==> config.mk <==
export PLATFORM = sky130hd
export DESIGN_NAME = mem_port_arbiter
export DESIGN_NICKNAME = d
export VERILOG_FILES = /design/src/rtl/mem_port_arbiter.sv
export SDC_FILE = /design/constraint.sdc
export NUM_CORES = 1
export LEC_CHECK = 0
export ABC_AREA = 1
export CORE_AREA = 2 2 202 204
export CTS_CLUSTER_SIZE = 28
export DETAILED_ROUTE_END_ITERATION = 10
export DIE_AREA = 0 0 204 206
export GPL_TIMING_DRIVEN = 0
export SYNTH_ARGS = -nofsm -noshare
export SYNTH_HDL_FRONTEND = slang
export SYNTH_SLANG_ARGS = --single-unit
==> constraint.sdc <==
create_clock -name clk -period 10.8 [get_ports clk]
set_input_delay 1.62 -clock clk [delete_from_list [all_inputs] [get_ports clk]]
set_output_delay 1.62 -clock clk [all_outputs]
set_load 0.02 [all_outputs]
==> src/rtl/mem_port_arbiter.sv <==
// mem_port_arbiter: shares one fixed-latency memory port between an
// instruction-fetch requester and a data requester with round-robin tie-break.
module mem_port_arbiter #(
    parameter int unsigned ADDR_W = 64,
    parameter int unsigned DATA_W = 64,
    parameter int unsigned LAT    = 2
) (
    input  logic              clk,
    input  logic              reset,
    input  logic              i_req,
    input  logic [ADDR_W-1:0] i_addr,
    output logic [DATA_W-1:0] i_rdata,
    output logic              i_done,
    input  logic              d_req,
    input  logic              d_we,
    input  logic [ADDR_W-1:0] d_addr,
    input  logic [DATA_W-1:0] d_wdata,
    output logic [DATA_W-1:0] d_rdata,
    output logic              d_done,
    output logic [ADDR_W-1:0] mem_addr,
    output logic [DATA_W-1:0] mem_wdata,
    output logic              mem_we,
    input  logic [DATA_W-1:0] mem_rdata,
    output logic              busy,
    output logic              owner
);
    localparam int unsigned      CNT_W    = 4;
    localparam logic [CNT_W-1:0] CNT_LOAD = CNT_W'(LAT - 1);

    typedef enum logic [1:0] {
        IDLE   = 2'd0,
        ACCESS = 2'd1,
        RESP   = 2'd2
    } state_t;

    state_t            state_q, state_d;
    logic              grant_c, grant_data_c;

    logic [CNT_W-1:0]  cnt_q, cnt_d;
    logic [ADDR_W-1:0] addr_q, addr_d;
    logic [DATA_W-1:0] wdata_q, wdata_d;
    logic              we_q, we_d;
    logic              owner_q, owner_d;
    logic              last_grant_q, last_grant_d;
    logic [DATA_W-1:0] i_rdata_q, i_rdata_d;
    logic [DATA_W-1:0] d_rdata_q, d_rdata_d;

    logic              busy_q, busy_d;
    logic              mem_we_q, mem_we_d;
    logic              i_done_q, i_done_d;
    logic              d_done_q, d_done_d;

    // State register; reset abandons any in-flight access immediately
    always_ff @(posedge clk or posedge reset) begin
        if (reset) begin
            state_q <= IDLE;
        end else begin
            state_q <= state_d;
        end
    end

    // Next-state and grant decision; requests are only looked at in IDLE
    always_comb begin
        state_d      = state_q;
        grant_c      = 1'b0;
        grant_data_c = 1'b0;
        case (state_q)
            IDLE: begin
                if (i_req || d_req) begin
                    grant_c      = 1'b1;
                    grant_data_c = (i_req && d_req) ? ~last_grant_q : d_req;
                    state_d      = ACCESS;
                end
            end
            ACCESS: begin
                if (cnt_q == '0) begin
                    state_d = RESP;
                end
            end
            RESP:    state_d = IDLE;
            default: state_d = IDLE;
        endcase
    end

    // Output decode from the upcoming state so the registered outputs line up with it
    always_comb begin
        busy_d   = (state_d != IDLE);
        mem_we_d = grant_c && grant_data_c && d_we;
        i_done_d = (state_d == RESP) && !owner_q;
        d_done_d = (state_d == RESP) && owner_q;
    end

    // Registered control outputs
    always_ff @(posedge clk or posedge reset) begin
        if (reset) begin
            busy_q   <= 1'b0;
            mem_we_q <= 1'b0;
            i_done_q <= 1'b0;
            d_done_q <= 1'b0;
        end else begin
            busy_q   <= busy_d;
            mem_we_q <= mem_we_d;
            i_done_q <= i_done_d;
            d_done_q <= d_done_d;
        end
    end

    // Datapath next-state: request capture on grant, latency count, read-data capture
    always_comb begin
        cnt_d        = cnt_q;
        addr_d       = addr_q;
        wdata_d      = wdata_q;
        we_d         = we_q;
        owner_d      = owner_q;
        last_grant_d = last_grant_q;
        i_rdata_d    = i_rdata_q;
        d_rdata_d    = d_rdata_q;
        if (grant_c) begin
            owner_d = grant_data_c;
            we_d    = grant_data_c && d_we;
            addr_d  = grant_data_c ? d_addr : i_addr;
            wdata_d = grant_data_c ? d_wdata : '0;
            cnt_d   = CNT_LOAD;
        end
        if (state_q == ACCESS) begin
            if (cnt_q != '0) begin
                cnt_d = cnt_q - CNT_W'(1);
            end else if (!we_q) begin
                if (owner_q) begin
                    d_rdata_d = mem_rdata;
                end else begin
                    i_rdata_d = mem_rdata;
                end
            end
        end
        if (state_q == RESP) begin
            last_grant_d = owner_q;
        end
    end

    // Datapath registers
    always_ff @(posedge clk or posedge reset) begin
        if (reset) begin
            cnt_q        <= '0;
            addr_q       <= '0;
            wdata_q      <= '0;
            we_q         <= 1'b0;
            owner_q      <= 1'b0;
            last_grant_q <= 1'b0;
            i_rdata_q    <= '0;
            d_rdata_q    <= '0;
        end else begin
            cnt_q        <= cnt_d;
            addr_q       <= addr_d;
            wdata_q      <= wdata_d;
            we_q         <= we_d;
            owner_q      <= owner_d;
            last_grant_q <= last_grant_d;
            i_rdata_q    <= i_rdata_d;
            d_rdata_q    <= d_rdata_d;
        end
    end

    assign i_rdata   = i_rdata_q;
    assign d_rdata   = d_rdata_q;
    assign i_done    = i_done_q;
    assign d_done    = d_done_q;
    assign mem_addr  = addr_q;
    assign mem_wdata = wdata_q;
    assign mem_we    = mem_we_q;
    assign busy      = busy_q;
    assign owner     = owner_q;

endmodule

==> results.py <==
metrics = {
    "place": {
        "port-buffer-count": 521,
        "gp_congestion": 0.915,
        "hpwl_mm": 32.5,
        "placed_cell_area_mm2": 0.0176,
        "dpl.cell_count": 2425,
    },
    "timing": {
        "setup_viol": 0,
        "slew_violations": 0,
        "fin_crit_sh_pct": 29.7,
        "max_freq_ghz": 0.312,
        "tightest_slew_ns": 0.720,
        "hold_viol_final": 0,
        "hold_slack_ns": 0.471,
        "finClkSkew_ns": 0.0235,
        "period_minus_slack_ns": 3.21,
        "slew_headroom_pct": 52.0,
        "rsz0062_at_grt": "no",
    },
    "power": {
        "p_per_area_mw_per_mm2": 307,
        "ir_drop_v": 0.000145,
        "leakage_nw": 9.16,
    },
    "floorplan": {
        "coreArea_mm2": 0.0402,
        "start_util_pct": 29.0,
        "die_y_um": 206,
        "pin_count": 522,
        "dieWidth_um": 204,
        "rows": 74,
        "die-area_mm2": 0.0420,
    },
    "yosys": {
        "ys_seq_elements": 269,
        "syn_nets": 1632,
        "synth_cell_type_count": 22,
        "avgSynthCellArea_um2": 8.49,
        "syn_area_mm2": 0.0116,
        "syn_inst": 1370,
        "ys_seq_area_share_pct": 57.9,
        "synth-warning-count": 0,
    },
    "worst_setup_path": {
        "worstSetupEndpointType": "primary output",
        "worst_ep_arrival_time_ns": 1.59,
        "path_cells": "clkdlybuf4s50_1",
        "slowest_delay_ns": 0.67,
        "crit_type": "reg2out",
        "cp-start-kind": "flip-flop",
        "path_max_fanout": 4,
        "r2r_cells": 7,
        "path_delay_family": "buffers and inverters",
        "worstReg2RegEnd": "mem_addr[43]$_DFFE_PP0P_",
        "required_ns": 9.18,
        "path_buf_inv": 1,
        "r2r_start": "state_q[0]$_DFF_PP0_",
        "r2r_setup_slack_ns": 8.97,
        "cp_slowest_cell": "clkdlybuf4s50_1",
    },
    "global_routing": {
        "grt_pass1_wl_mm": 64.5,
        "gr-total-overflow": 0,
        "grt_max_degree": 105,
        "track_usage_pct": 19.9,
        "antenna_found_initial": 3,
        "first_global_vias": 11200,
    },
    "clock_network": {
        "clkLatencyLatePin_ns": 0.52,
        "cts_resized": 0,
        "cts_setup_buffers": 0,
        "clock_path_buffers": 3,
        "root_buffer": "clkbuf_16",
        "numCtsBuffers": 34,
        "clock-sinks": 269,
        "htree_levels": 2,
        "ctsHoldBuffers": 0,
        "cts_tree": "done",
        "clkTransAtPathRegs_ns": 0.06,
    },
    "detailed_routing": {
        "drc": 0,
        "wl_per_cell_um": 17.0,
        "totalWireLength_mm": 42.4,
        "drt-initial-drc-count": 601,
        "dr.pass1.iters": 6,
        "final_antenna_net_count": 0,
        "avgViaCountPerCell": 4.51,
        "via_count": 11200,
    },
    "status": {
        "status": "complete, no violations",
    },
    "final_layout": {
        "final_cell_count_no_fill": 2486,
        "final_area_mm2": 0.0187,
        "syn2layout_area_growth_pct": 60.9,
        "nets": 2191,
        "drive_gt1_share_pct": 6.30,
    },
    "run": {
        "maxCapViolations": 0,
    },
    "min_path": {
        "holdPathEnd": "i_rdata[18]$_DFFE_PP0P_",
        "holdPathStages": 2,
        "holdCritStartpoint": "i_rdata[18]$_DFFE_PP0P_",
        "min_path_type": "reg2reg",
    },
}
-- state kept, by name (all words and copies together) (netlist names) --
signal        count
busy              1
state_q           2
mem_wdata        64
owner             1
i_rdata          64
d_done            1
we_q              1
mem_addr         64
cnt_q             4
d_rdata          64
i_done            1
last_grant_q      1
mem_we            1
-- power breakdown --
part,internal [mW],switching (mW)
combinational,1.20,1.64
sequential,1.48,0.274
clock,0.707,0.445
total,3.39,2.36
-- cells in the mapped netlist (all sizes together) --
| cell | instances | area (um^2) |
|---|---|---|
| inv | 143 | 537 |
| clkbuf | 24 | 90.1 |
| nand2 | 525 | 1980 |
| o31ai | 1 | 7.51 |
| buf | 65 | 398 |
| nor2 | 7 | 36.3 |
| xnor2 | 1 | 8.76 |
| nand3 | 199 | 1000 |
| dfrtp | 269 | 6730 |
| nand3b | 61 | 458 |
| ha | 1 | 12.5 |
| o21ai | 70 | 354 |
| nand4 | 4 | 25.0 |
-- stage by stage --
step,power [mW],util (%),TNS [ns],setup WS [ns]
detailed placement,4.64,43.7,0,7.25
finish,5.75,46.6,0,7.59
floorplan,3.17,-,0,1.77
global route,6.13,46.6,0,7.52
CTS,5.83,46.6,0,7.52
global placement,4.60,43.6,-498.71,-1.87
-- kinds of logic after synthesis --
group,synth area share (%)
adder cells (fa/ha/maj),0.108
XOR/XNOR,0.0753
AO/OA/AOI/OAI,3.11
buffers and inverters,8.81
AND/OR/NAND/NOR,30.0
flip-flops,57.9
-- per-layer routing --
| metal | part of all wire [%] | wire, um | up-vias | global-route usage [%] |
|---|---|---|---|---|
| li1 | - | - | 5406 | - |
| met1 | 40 | 17000 | 5291 | 24.4 |
| met2 | 49 | 20800 | 429 | 33.8 |
| met3 | 7.4 | 3130 | 76 | 4.59 |
| met4 | 3.3 | 1380 | 4 | 8.05 |
| met5 | 0.059 | 25 | - | 0 |
-- placed cells by master (no fill, tap or decap), types with 7 or more instances in the layout --
cell / count
clkbuf_16: 35
clkbuf_1: 27
inv_1: 140
clkdlybuf4s50_1: 521
nand3b_1: 61
clkinv_2: 7
o21ai_0: 69
nand3_1: 198
buf_6: 11
nand2_1: 523
buf_2: 39
dfrtp_1: 269
buf_1: 9
-- area by class of cell --
class | count | area, um^2
diodes | 2 | 5.00
plain buffers | 89 | 488
clock buffers | 44 | 970
clock inverters | 15 | 168
fillers | 3947 | 21500
inverters | 143 | 544
multi-input cells | 869 | 3880
flip-flops and latches | 269 | 6730
well taps | 532 | 666
repair buffers | 523 | 5270
-- worst max-delay path by stage --
stage	startpoint	to	slack (ns)	depth (start not counted)
after CTS	d_rdata[15]$_DFFE_PP0P_	d_rdata[15]	7.52	1
final	owner$_DFFE_PP0P_	owner	7.59	1
after global placement	reset	mem_addr[63]$_DFFE_PP0P_	-1.87	2
after detailed placement	d_req	cnt_q[3]$_DFF_PP0_	7.25	5
after global routing	owner$_DFFE_PP0P_	owner	7.52	1
after floorplan	reset	busy$_DFF_PP0_	1.77	1
Note: power is estimated with default switching activity, not from simulation.
